[config.mk]
export PLATFORM = sky130hd
export DESIGN_NAME = timebase_gen
export DESIGN_NICKNAME = d
export VERILOG_FILES = /design/src/rtl/timebase_gen_pkg.sv /design/src/rtl/timebase_gen_chan.sv /design/src/rtl/timebase_gen.sv
export SDC_FILE = /design/constraint.sdc
export NUM_CORES = 1
export LEC_CHECK = 0
export ABC_AREA = 0
export CAP_MARGIN = 20
export CELL_PAD_IN_SITES_DETAIL_PLACEMENT = 1
export CELL_PAD_IN_SITES_GLOBAL_PLACEMENT = 1
export CORE_UTILIZATION = 30
export DETAILED_ROUTE_END_ITERATION = 6
export HOLD_SLACK_MARGIN = 0.03
export PLACE_DENSITY = 0.56
export SLEW_MARGIN = 20
export SYNTH_ARGS = -nofsm -noshare
export SYNTH_HDL_FRONTEND = slang
export SYNTH_SLANG_ARGS = --single-unit
[constraint.sdc]
create_clock -name clk50mhz -period 4.7 [get_ports clk50mhz]
set_clock_uncertainty 0.1 [all_clocks]
set_input_delay 0.705 -clock clk50mhz [delete_from_list [all_inputs] [get_ports clk50mhz]]
set_output_delay 0.705 -clock clk50mhz [all_outputs]
set_load 0.02 [all_outputs]
[src/rtl/timebase_gen_pkg.sv]
// timebase_gen_pkg: shared clock-rate and default divisor constants for the timebase
package timebase_gen_pkg;
    localparam int CLK_HZ    = 50_000_000;
    localparam int DIV_10KHZ = CLK_HZ / 10_000;
    localparam int DIV_100HZ = CLK_HZ / 100;
    localparam int DIV_1HZ   = CLK_HZ;
    localparam int DIV_MIN   = 2;
endpackage

[src/rtl/timebase_gen_chan.sv]
// timebase_gen_chan: one timebase channel with shadowed divisor, tick and square-wave outputs
module timebase_gen_chan
    import timebase_gen_pkg::*;
#(
    parameter int CNT_W = 28
) (
    input  logic             clk50mhz,
    input  logic             en,
    input  logic             sync,
    input  logic             wr,
    input  logic [CNT_W-1:0] wr_div,
    input  logic             wr_chen,
    input  logic [CNT_W-1:0] div_rst,
    input  logic             chen_rst,
    output logic             tick,
    output logic             sq
);
    logic [CNT_W-1:0] cnt, cnt_inc, div_shd, div_act, div_wr;
    logic             chen, wrap;

    always_comb begin
        div_wr  = (wr_div < CNT_W'(DIV_MIN)) ? CNT_W'(DIV_MIN) : wr_div;
        cnt_inc = cnt + CNT_W'(1);
        wrap    = cnt == div_act - CNT_W'(1);
    end

    // a disabled channel takes a same-cycle write directly so re-enable starts on the new divisor
    always_ff @(posedge clk50mhz) begin
        if (!en) begin
            cnt     <= '0;
            tick    <= 1'b0;
            sq      <= 1'b0;
            div_shd <= div_rst;
            div_act <= div_rst;
            chen    <= chen_rst;
        end else begin
            if (wr) begin
                div_shd <= div_wr;
                chen    <= wr_chen;
            end
            if (chen && sync) begin
                cnt     <= '0;
                tick    <= 1'b0;
                sq      <= 1'b0;
                div_act <= div_shd;
            end else if (!chen) begin
                cnt     <= '0;
                tick    <= 1'b0;
                sq      <= 1'b0;
                div_act <= wr ? div_wr : div_shd;
            end else if (wrap) begin
                cnt     <= '0;
                tick    <= 1'b1;
                sq      <= 1'b0;
                div_act <= div_shd;
            end else begin
                cnt     <= cnt_inc;
                tick    <= 1'b0;
                sq      <= cnt_inc >= (div_act >> 1);
            end
        end
    end
endmodule

[src/rtl/timebase_gen.sv]
// timebase_gen: multi-channel programmable timebase with write decode and per-channel instances
module timebase_gen
    import timebase_gen_pkg::*;
#(
    parameter int                   NCH      = 3,
    parameter int                   CNT_W    = 28,
    parameter logic [NCH*CNT_W-1:0] DIV_RST  = {28'(DIV_1HZ), 28'(DIV_100HZ), 28'(DIV_10KHZ)},
    parameter logic [NCH-1:0]       CHEN_RST = {NCH{1'b1}}
) (
    input  logic             clk50mhz,
    input  logic             en,
    input  logic             sync,
    input  logic             wr_en,
    input  logic [2:0]       wr_ch,
    input  logic [CNT_W-1:0] wr_div,
    input  logic             wr_chen,
    output logic [NCH-1:0]   tick,
    output logic [NCH-1:0]   sq
);
    genvar i;
    for (i = 0; i < NCH; i++) begin : g_ch
        timebase_gen_chan #(.CNT_W(CNT_W)) u_chan (
            .clk50mhz(clk50mhz),
            .en(en),
            .sync(sync),
            .wr(wr_en && int'(wr_ch) == i && int'(wr_ch) < NCH),
            .wr_div(wr_div),
            .wr_chen(wr_chen),
            .div_rst(DIV_RST[i*CNT_W +: CNT_W]),
            .chen_rst(CHEN_RST[i]),
            .tick(tick[i]),
            .sq(sq[i])
        );
    end
endmodule

# Word-level counts from Yosys, hierarchy flattened
# Cells that the tools add are included.
dict set report op_classes {
  addsub 6
  order_cmp 5
  n_bitwise 4
  mux 16
  eq_ne 8
  reduce_logical 16
}
# cell n
set op_table {}
lappend op_table {{28-bit two-way mux} 13}
lappend op_table {{28-bit by 1-bit adder with 28-bit output, second input constant} 3}
lappend op_table {{28-bit equality test} 3}
lappend op_table {{28-bit by 27-bit greater-or-equal comparator with 1-bit output} 3}
lappend op_table {{28-bit by 1-bit subtractor with 28-bit output, second input constant} 3}
lappend op_table {{28-bit by 2-bit less-than comparator with 1-bit output, second input constant} 1}
lappend op_table {{4-bit OR reduction} 3}
lappend op_table {{1-bit logical AND} 9}
lappend op_table {{3-bit inequality test, second input constant} 3}
lappend op_table {{3-bit OR reduction} 3}
lappend op_table {{1-bit NOT} 4}
lappend op_table {{3-bit by 2-bit equality test with 1-bit output, second input constant} 1}
lappend op_table {{3-bit equality test, second input constant} 1}
lappend op_table {{3-bit zero test} 1}
lappend op_table {{3-bit by 2-bit less-than comparator with 1-bit output, second input constant} 1}
lappend op_table {{1-bit two-way mux} 3}
dict set report word_totals {
  word_cells 73
  reg_bits 261
  out_inout_bits 6
  in_bits 36
}

# Depth between registers and ports, before layout
# Gate-level depths: netlist of run 1.
dict set report logic_depth {
  depth_word 6
  depth_mapped 17
  ltp_nobuf 16
}

# Modules after synthesis
# A second synthesis of run 1 with hierarchy kept.
dict set report hier_totals {
  cells_unflattened 1860
  hier_area_um2 16642.2
}
# module area_per_inst_um2 cells_each n_inst seq_area_each_um2
set by_module_without_submodules {}
lappend by_module_without_submodules {{timebase_gen_chan at g_ch[2].u_chan} 5609.1 636 1 2031.9}
lappend by_module_without_submodules {{timebase_gen_chan at g_ch[0].u_chan} 5539.1 623 1 2031.9}
lappend by_module_without_submodules {{timebase_gen_chan at g_ch[1].u_chan} 5446.5 596 1 2031.9}
lappend by_module_without_submodules {timebase_gen 47.5 5 1 0.0}

# Worst setup path after synthesis of run 1
# No wires, ideal clock.
dict set report synth_path {
  path_kind {register to register}
  startpoint {register g_ch[2].u_chan.div_act[2]}
  endpoint {register g_ch[2].u_chan.div_act[2]}
  arrival_ns 3.189
  stages_incl_launch_ff 13
  required_ns 4.467
  slack_ns 1.278
  setup_time_ns 0.133
  path_buffers 3
  period_less_slack_ns 3.422
  path_cell_list {dfxtp_1 clkbuf_1 nor4_1 and4_1 clkbuf_1 nand4_1 xnor2_1 or4_1 a2111oi_4 nor2_4 buf_6 mux2i_1 a21oi_1}
}
dict set report synth_via {
  elab_chain_cells 3
}
# element line_no
set synth_lines {}
lappend synth_lines {{start: declaration} timebase_gen_chan.sv:18} ;# logic [CNT_W-1:0] cnt, cnt_inc, div_shd, div_act, div_wr;
lappend synth_lines {{start signal: assignment} timebase_gen_chan.sv:34} ;# div_act <= div_rst;
lappend synth_lines {{start signal: assignment} timebase_gen_chan.sv:45} ;# div_act <= div_shd;
lappend synth_lines {{start signal: assignment} timebase_gen_chan.sv:50} ;# div_act <= wr ? div_wr : div_shd;
lappend synth_lines {{28-bit by 1-bit subtractor with 28-bit output} timebase_gen_chan.sv:24} ;# wrap = cnt == div_act - CNT_W'(1);
lappend synth_lines {{28-bit equality test} timebase_gen_chan.sv:24}
lappend synth_lines {{3-bit inequality test (no line)} --}
# No other way between the ends.
# A chain may end at the register's enable or synchronous reset.

# Final worst setup path of run 1
dict set report layout_path {
  startpoint {register g_ch[1].u_chan.div_act[1]}
  endpoint {register g_ch[1].u_chan.div_act[27]}
}
dict set report layout_via {
  elab_chain_cells 3
}
# element line_no
set layout_lines {}
lappend layout_lines {{start: declaration} timebase_gen_chan.sv:18}
lappend layout_lines {{start signal: assignment} timebase_gen_chan.sv:34}
lappend layout_lines {{start signal: assignment} timebase_gen_chan.sv:45}
lappend layout_lines {{start signal: assignment} timebase_gen_chan.sv:50}
lappend layout_lines {{28-bit by 1-bit subtractor with 28-bit output} timebase_gen_chan.sv:24}
lappend layout_lines {{28-bit equality test} timebase_gen_chan.sv:24}
lappend layout_lines {{3-bit inequality test (no line)} --}
# No other way between the ends.

==> reports/summary.txt, run 1 <==
status = finished, final reports clean
Num CTS Buffers = 35
share of cells above drive strength 1 = 0.0594
die height = 233 µm
fin cells = 2676
final antenna-violating net count = 0
Worst setup EP type = flip-flop
Synth Area in Compound Gates = 0.155
global placement routability congestion = 0.844
hold path endpoint = g_ch[0].u_chan.div_shd[19]
die width = 233 µm
worst-case clock buffer depth = 3
footprint of the multi-input gates = 0.00973 mm²
Clock Root Buffer = clkbuf_16
area share of the largest cell type after synthesis = 0.326
period utilisation layout = 0.871
part of the Yosys area used for sequential elements = 0.326
Cells after Synth = 1973
Fillers = 6248
port bufs = 41
WS Path Type = reg2reg
H-tree levels = 2
first-pass GRT wire length = 81300 µm
adder-cell share of the synthesized area = 0.0680
flop-to-flop setup slack = 0.61 ns
hold path depth = 2
CP Launch Type = flip-flop
minimum clock period = 4.09 ns
power density over cell area = 314 mW/mm²
all-layer global routing usage = 0.191
Layout area overhead = 13.5%
XOR/XNOR share of the synthesized area = 0.0968
max-slew violations = 0
number of antenna violations at the first check in global routing = 0
peak supply drop = 0.000255 V
First-pass DRT Iterations = 5
Synth Area per Inst = 8.11 µm²
reg2reg path depth = 12
Via-to-Cell Ratio = 5.20
starting density of the core = 0.304
via count of the first global-routing pass = 14100
num ports = 42
Clock Latency Late Sink = 0.56 ns
post-synth cell types = 80
endpoints failing hold = 0
vias post-DR = 13912
Core Area = 0.0527 mm²
nets@finish = 2086
DR iter-0 viols = 669
Worst-Margin Slew = 0.930 ns
antenna cells = 0
Relative slew margins = 0.364
global route overflow = 0
Min-Delay Path Class = reg2reg
post-layout util = 0.345
number of synthesized flops with an enable pin = 0
total routed wirelength = 51200 µm
Mapped Nets = 2096
RSZ-0062 raised after global routing = no
Worst-path clk slew = 0.06 ns
HP Start = g_ch[0].u_chan.div_shd[19]
FFs w/ async S/R, synth = 0
post-DP HPWL = 37400 µm
Critical Path RT = 4.98 ns
Fmax = 0.244 GHz
RR Startpoint = g_ch[1].u_chan.div_act[1]
DRC = 0
r2r endpoint = g_ch[1].u_chan.div_act[27]
Leak = 0.00767 µW
die area = 0.0543 mm²
Max Fanout on Critical Path = 14
max-cap violations = 0
Worst Path Arrival = 4.37 ns
area leader, netlist = dfxtp_1
ranking of synthesized cells by area = dfxtp_1 33%, ha_1 6.8%, xnor2_1 6.5%
# rows = 84
number of synthesis warnings = 0
Setup Viol. Count Final = 0
synthesized flop and latch total = 261
simple-gate share of the synthesized area = 0.254
setup TNS = 0 ns
drt wl/cell = 19.1 µm
CTS tree = done
register area = 0.00523 mm²
multiplexer area fraction after synthesis = 0.0321
placed cells = 2613
largest net degree at the start of global routing = 89
Top FF cell, synth = dfxtp_1
hold_ws = 0.367 ns
Cell Area, Synth = 0.0160 mm²
CTS sink count = 261
largest family of logic cells by synthesized area = simple AND/OR/NAND/NOR gates
[cell families (layout without fill, tap and decap cells)]
family	count (synthesis)	in the layout
AOI/OAI and AO/OA	364	364
xor gates and xnor gates	177	177
adders and majority gates	87	87
muxes	51	51
buffers and inverters	255	270
DFF	261	261
and+or+nand+nor	778	778
[area by class of cell]
cell class / instances / area share
Tap cell: 688 / 0.0474
Timing Repair Buffer: 74 / 0.0381
Clock buffer: 52 / 0.0562
Multi-Input combinational cell: 1457 / 0.535
Clock inverter: 10 / 0.00812
Inverter: 134 / 0.0277
Sequential cell: 261 / 0.287
[registers in the layout, indices dropped and copies added (netlist names)]
signal	count
g_ch.u_chan.chen	3
g_ch.u_chan.tick	3
g_ch.u_chan.div_shd	84
g_ch.u_chan.div_act	84
g_ch.u_chan.sq	3
g_ch.u_chan.cnt	84
[how the worst max path moves through the flow]
stage,startpoint,end,slack [ns],depth (start not counted)
after floorplan,g_ch[2].u_chan.div_act[2],g_ch[2].u_chan.div_act[2],1.28,12
after global placement,g_ch[1].u_chan.div_act[20],g_ch[1].u_chan.div_act[3],0.63,7
after detailed placement,g_ch[1].u_chan.div_act[0],g_ch[1].u_chan.div_act[4],0.43,10
after CTS,g_ch[1].u_chan.div_act[0],g_ch[1].u_chan.div_act[27],0.39,10
after global routing,g_ch[1].u_chan.div_act[1],g_ch[1].u_chan.div_act[24],0.27,12
final,g_ch[1].u_chan.div_act[1],g_ch[1].u_chan.div_act[27],0.61,12
[cell usage in the layout, fill, tap and decap left out, types with 59 or more instances in the layout]
cell type	instances
dfxtp_1	261
nand2_1	227
inv_1	134
o21ai_0	130
xnor2_1	118
nand3_1	111
nor2b_1	97
ha_1	87
nor2_1	82
xor2_1	59
[power by group]
group / internal (µW) / switching [µW]
sequential: 2280 / 100
clock: 1670 / 1070
combinational: 234 / 356
[repair_timing]
action | 4_1_cts | 5_1_grt
resized for setup | 0 | 1
buffers inserted | 0 | 0
hold buffers | 0 | 0
setup endpoints to repair | 0 | 3
[critical path, cell delays in order, from the launching register on]
cell and delay (ns):
dfxtp_1 0.35, inv_1 0.07, ha_1 0.17, or4b_1 0.54
nor4_1 0.64, nand4_1 0.22, xnor2_1 0.18, or4_1 0.54
nor4_2 0.28, a21oi_2 0.23, nor2b_1 0.22, buf_4 0.25
a221oi_1 0.12
[metrics by stage]
step           instance area, µm²  setup WS, ns  total power, µW
3_3_place_gp                17000         0.626             3000
2_1_floorplan               16000          1.28             2780
3_5_place_dp                17000         0.428             3010
4_1_cts                     18200         0.392             5800
6_report                    18200         0.606             5710
5_1_grt                     18200         0.272             5960
[cell usage after synthesis, types with 48 or more instances]
master,n
nand2_1,228
inv_1,134
mux2i_1,48
o21ai_0,130
xor2_1,59
dfxtp_1,261
clkbuf_1,91
ha_1,87
xnor2_1,118
nor2_1,83
nand3_1,111
nor2b_1,97
[layer usage]
| layer | share of wire | up-vias | GRT usage |
|---|---|---|---|
| met2 | 0.45 | 170 | 0.305 |
| met1 | 0.50 | 6836 | 0.266 |
| met5 | 0 | - | 0 |
| met4 | 0.022 | 0 | 0.0519 |
| li1 | - | 6856 | - |
| met3 | 0.027 | 50 | 0.0261 |
No activity file was read; power rests on OpenSTA's default activity.
==> run 2, diff against run 1 <==
--- a/config.mk
+++ b/config.mk
@@ -7,12 +7,10 @@
 export LEC_CHECK = 0
 export ABC_AREA = 0
 export CAP_MARGIN = 20
-export CELL_PAD_IN_SITES_DETAIL_PLACEMENT = 1
-export CELL_PAD_IN_SITES_GLOBAL_PLACEMENT = 1
 export CORE_UTILIZATION = 30
 export DETAILED_ROUTE_END_ITERATION = 6
 export HOLD_SLACK_MARGIN = 0.03
-export PLACE_DENSITY = 0.56
+export PLACE_DENSITY = 0.46
 export SLEW_MARGIN = 20
 export SYNTH_ARGS = -nofsm -noshare
 export SYNTH_HDL_FRONTEND = slang
==> run 2 against run 1 <==
Against the previous run: routed wire length shrank 9.4%; power shrank 2.3%; cell area shrank 0.77%; worst hold slack lost 0.011 ns; final cell count shrank 0.37%; sequential share of layout area grew 0.22 points; count of clock-buffer cells in the layout shrank 8; setup slack lost 0.17 ns; register-to-register slack lost 0.17 ns; global-route usage shrank 1.7 points; non-clock buffer count shrank 5; critical endpoint is now g_ch[1].u_chan.div_act[12].
==> reports/summary.txt, run 2 (synthesized netlist as in run 1, its figures left out) <==
status = finished, final reports clean
CTS sink count = 261
final antenna-violating net count = 0
largest net degree at the start of global routing = 63
Relative slew margins = 0.254
hold path endpoint = g_ch[1].u_chan.div_act[10]
via count of the first global-routing pass = 13295
global route overflow = 0
placed cells = 2609
CP max stage delay = 0.57 ns
port bufs = 41
max-slew violations = 0
RSZ-0062 raised after global routing = no
Clock Latency Late Sink = 0.54 ns
slowest CP cell = nor4_1
DR iter-0 viols = 770
starting density of the core = 0.304
Post-CTS Setup Bufs = 0
max-cap violations = 0
First-pass DRT Iterations = 5
post-DP HPWL = 34100 µm
DRC = 0
worst-case clock buffer depth = 3
most common cell after layout, fill and taps aside = dfxtp_1
Clock Root Buffer = clkbuf_16
# rows = 84
Worst-path clk slew = 0.06 ns
WS Path Type = reg2reg
RR Startpoint = g_ch[1].u_chan.div_act[0]
leading registers by flop count = g_ch.u_chan.cnt: 84 flops, g_ch.u_chan.div_act: 84 flops, g_ch.u_chan.div_shd: 84 flops
period utilisation layout = 0.907
fin cells = 2666
Worst-Margin Slew = 1.12 ns
all-layer global routing usage = 0.174
Worst Path Arrival = 4.52 ns
Core Area = 0.0527 mm²
die height = 233 µm
HP Start = g_ch[1].u_chan.div_shd[10]
fin area = 0.0180 mm²
power density over cell area = 309 mW/mm²
# hold bufs at CTS = 0
most frequent cells in the layout = 261 x dfxtp_1, 228 x nand2_1, 134 x inv_1, 130 x o21ai_0, 118 x xnor2_1
CTS tree = done
global placement routability congestion = 0.885
Leak = 0.00763 µW
die area = 0.0543 mm²
antenna cells = 0
Worst setup EP type = flip-flop
post-placement cell area = 0.0169 mm²
number of antenna violations at the first check in global routing = 0
hold_ws = 0.356 ns
Via-to-Cell Ratio = 5.07
share of cells above drive strength 1 = 0.0566
Setup Viol. Count Final = 0
Num CTS Buffers = 34
num ports = 42
reg2reg path depth = 12
nets@finish = 2080
Buf/Inv on CP = 2
hold path depth = 2
endpoints failing hold = 0
Critical Path RT = 4.96 ns
Fmax = 0.235 GHz
worst path cell trace = inv_1, ha_1, or4b_1, nor4_1, nand4_1, xnor2_1, or4_1, nor4_2, a21oi_2, nor2b_1, buf_4, a221oi_1
Max Fanout on Critical Path = 15
CP Launch Type = flip-flop
first-pass GRT wire length = 74300 µm
total routed wirelength = 46400 µm
die width = 233 µm
r2r endpoint = g_ch[1].u_chan.div_act[12]
vias post-DR = 13507
Layout area overhead = 12.7%
peak supply drop = 0.000185 V
Min-Delay Path Class = reg2reg
H-tree levels = 2
minimum clock period = 4.26 ns
cts repair resizes = 0
drt wl/cell = 17.4 µm
Worst path top cell family by delay = simple AND/OR/NAND/NOR gates
flop-to-flop setup slack = 0.44 ns
setup TNS = 0 ns
[run 2: cell types whose count changed in the layout (fill, tap and decap cells not counted), sizes merged]
cell | before | now
buf | 34 | 29
clkinv | 3 | 8
inv | 135 | 136
clkinvlp | 3 | 0
clkbuf | 52 | 44
[run 2: metrics by stage]
stage	utilization	total power [µW]	worst slack [ns]
floorplan	-	2780	1.28
global placement	0.322	2980	0.619
detailed placement	0.322	2990	0.465
CTS	0.343	5670	0.416
global route	0.343	5830	0.0187
finish	0.343	5580	0.437
[run 2: power by group]
part	internal (µW)	switching [µW]
logic	228	340
registers	2280	96.9
clock network	1600	1040
[run 2: worst max-delay path by stage]
stage / from / endpoint / slack, ns / cells after the start
CTS: g_ch[1].u_chan.div_act[0] / g_ch[1].u_chan.div_act[20] / 0.42 / 12
floorplan: g_ch[2].u_chan.div_act[2] / g_ch[2].u_chan.div_act[2] / 1.28 / 12
global placement: g_ch[0].u_chan.div_act[15] / g_ch[0].u_chan.cnt[17] / 0.62 / 10
global route: g_ch[1].u_chan.div_act[0] / g_ch[1].u_chan.div_act[21] / 0.02 / 12
detailed placement: g_ch[1].u_chan.div_act[0] / g_ch[1].u_chan.div_act[21] / 0.47 / 12
finish: g_ch[1].u_chan.div_act[0] / g_ch[1].u_chan.div_act[12] / 0.44 / 12
[run 2: final cells by class]
cell class,count,area (µm²)
well taps,688,861
clock buffers,44,960
repair buffers,69,618
multi-input cells,1457,9720
inverters,134,503
flip-flops and latches,261,5230
clock inverters,13,148
fillers,5478,34600
[run 2: worst min-delay path, delay by kind of cell, from the launching register on]
kind / cells / cell delay [ns]
buf+inv: 1 / 0.06
compound gates: 1 / 0.07
flops: 1 / 0.30
[run 2: routing by layer]
metal | vias to the layer above | GRT usage | wire (µm)
li1 | 6834 | - | -
met1 | 6353 | 0.237 | 22800
met2 | 236 | 0.268 | 20000
met3 | 84 | 0.0281 | 1800
met4 | 0 | 0.0739 | 1790
met5 | - | 0 | 0
==> run 3, diff against run 2 <==
--- a/config.mk
+++ b/config.mk
@@ -10,7 +10,7 @@
 export CORE_UTILIZATION = 30
 export DETAILED_ROUTE_END_ITERATION = 6
 export HOLD_SLACK_MARGIN = 0.03
-export PLACE_DENSITY = 0.46
+export PLACE_DENSITY = 0.47
 export SLEW_MARGIN = 20
 export SYNTH_ARGS = -nofsm -noshare
 export SYNTH_HDL_FRONTEND = slang
==> constraint.sdc (replaced) <==
create_clock -name clk50mhz -period 3.9 [get_ports clk50mhz]
set_clock_uncertainty 0.1 [all_clocks]
set_input_delay 0.585 -clock clk50mhz [delete_from_list [all_inputs] [get_ports clk50mhz]]
set_output_delay 0.585 -clock clk50mhz [all_outputs]
set_load 0.02 [all_outputs]
==> run 3 against run 2 <==
Against the previous run: setup slack got worse by 0.21 ns; register-to-register slack got worse by 0.21 ns; critical path depth decreased by 3; via count increased by 2.0%; sequential power increased by 20%; core utilization increased by 0.73 points; worst hold slack improved by 0.0071 ns; critical path type unchanged; largest cell class unchanged; largest power group unchanged.
==> reports/summary.txt, run 3 (synthesized netlist as in run 1, its figures left out) <==
via count of the first global-routing pass = 13265
HP Start = g_ch[0].u_chan.div_shd[6]
cts repair resizes = 0
share of cells above drive strength 1 = 0.0771
Critical Path RT = 4.26 ns
CTS sink count = 261
DR iter-0 viols = 779
clock power share = 0.465
num ports = 42
Layout area overhead = 15.1%
status = finished, final reports clean
Worst setup EP type = flip-flop
Worst Path Arrival = 4.03 ns
slowest CP cell = a2111oi_4
Worst-path clk slew = 0.05 ns
switching power total = 1780 µW
total routed wirelength = 47300 µm
power density over cell area = 364 mW/mm²
number of antenna violations at the first check in global routing = 0
max-cap violations = 0
H-tree levels = 2
post-DP HPWL = 34700 µm
Setup Viol. Count Final = 0
first-pass GRT wire length = 74500 µm
Worst-Margin Slew = 1.11 ns
Num CTS Buffers = 35
Clock Root Buffer = clkbuf_16
endpoints failing hold = 0
First-pass DRT Iterations = 7
global route overflow = 0
r2r endpoint = g_ch[1].u_chan.tick
most common cell after layout, fill and taps aside = dfxtp_1
drt wl/cell = 17.4 µm
DRC = 0
Relative slew margins = 0.261
most frequent cells in the layout = 260 x dfxtp_1, 228 x nand2_1, 134 x inv_1, 130 x o21ai_0, 118 x xnor2_1
hold path depth = 2
Leak = 0.00785 µW
starting density of the core = 0.304
CP max stage delay = 0.59 ns
CTS tree = done
Core Area = 0.0527 mm²
period utilisation layout = 0.941
reg2reg path depth = 9
# hold bufs at CTS = 0
CP Launch Type = flip-flop
die area = 0.0543 mm²
# rows = 84
Post-CTS Setup Bufs = 0
worst-case clock buffer depth = 3
Sw Ratio = 0.266
Max Fanout on Critical Path = 8
die width = 233 µm
peak supply drop = 0.000261 V
Via-to-Cell Ratio = 5.08
WS Path Type = reg2reg
antenna cells = 0
hold path endpoint = g_ch[0].u_chan.div_shd[6]
Gate power share = 0.110
final antenna-violating net count = 0
max-slew violations = 0
die height = 233 µm
minimum clock period = 3.67 ns
largest net degree at the start of global routing = 72
nets@finish = 2125
Clock Latency Late Sink = 0.55 ns
RR Startpoint = g_ch[1].u_chan.div_act[0]
port bufs = 41
all-layer global routing usage = 0.174
RSZ-0062 raised after global routing = no
worst path cell trace = inv_1, ha_1, or4b_1, or3_1, or3_1, o41ai_2, inv_1, a2111oi_4, and3_1
Min-Delay Path Class = reg2reg
hold_ws = 0.363 ns
vias post-DR = 13779
leading registers by flop count = g_ch.u_chan.cnt: 84 flops, g_ch.u_chan.div_act: 84 flops, g_ch.u_chan.div_shd: 84 flops
Fmax = 0.273 GHz
global placement routability congestion = 0.844
setup TNS = 0 ns
Flop pwr share = 0.425
Internal = 4920 µW
flop-to-flop setup slack = 0.23 ns
run 3: worst max-delay path, delay by kind of cell (launching register included):
family / cells / cell delay (ns)
simple gates: 4 / 1.66
fa+ha+maj: 1 / 0.18
compound gates: 2 / 1.09
buf+inv: 2 / 0.21
flops: 1 / 0.35
run 3: cell type report:
class                   count  area (µm²)
fillers                  5435       34200
repair buffers            113        1000
clock inverters            10        92.6
clock buffers              48        1010
inverters                 134         503
flip-flops and latches    261        5230
well taps                 688         861
multi-input cells        1457        9730
run 3: worst max-delay path by stage:
stage                                          from                          to  depth (start not counted)
final                     g_ch[1].u_chan.div_act[0]         g_ch[1].u_chan.tick                          9
after global routing      g_ch[1].u_chan.div_act[1]  g_ch[1].u_chan.div_act[13]                          9
after CTS                                 wr_div[2]   g_ch[0].u_chan.div_act[0]                          7
after detailed placement                  wr_div[2]   g_ch[0].u_chan.div_act[0]                          7
after global placement                    wr_div[2]   g_ch[1].u_chan.div_act[0]                          7
after floorplan           g_ch[2].u_chan.div_act[2]   g_ch[2].u_chan.div_act[2]                         12
run 3: layer usage:
layer,global-route usage,routed length (µm),up-vias
met5,0,0,-
li1,-,-,6950
met3,0.0228,1840,83
met4,0.0721,1590,0
met2,0.272,20700,263
met1,0.240,23100,6483
run 3: through the flow:
| stage | power [µW] | worst slack [ns] | utilization | area, µm² | std cells |
|---|---|---|---|---|---|
| floorplan | 3350 | 0.478 | - | 16000 | 1973 |
| global placement | 3630 | -0.459 | 0.328 | 17300 | 2652 |
| detailed placement | 3640 | -0.426 | 0.328 | 17300 | 2652 |
| CTS | 6800 | 0.144 | 0.349 | 18400 | 2710 |
| global route | 7010 | 0.00374 | 0.350 | 18400 | 2711 |
| finish | 6700 | 0.232 | 0.350 | 18400 | 2711 |
run 3: power groups by stage:
stage               sequential (µW)  clock [µW]  combinational (µW)
finish                         2850        3110                 737
global route                   2860        3330                 818
CTS                            2850        3210                 736
detailed placement             2910           0                 732
global placement               2910           0                 726
floorplan                      2850           0                 498
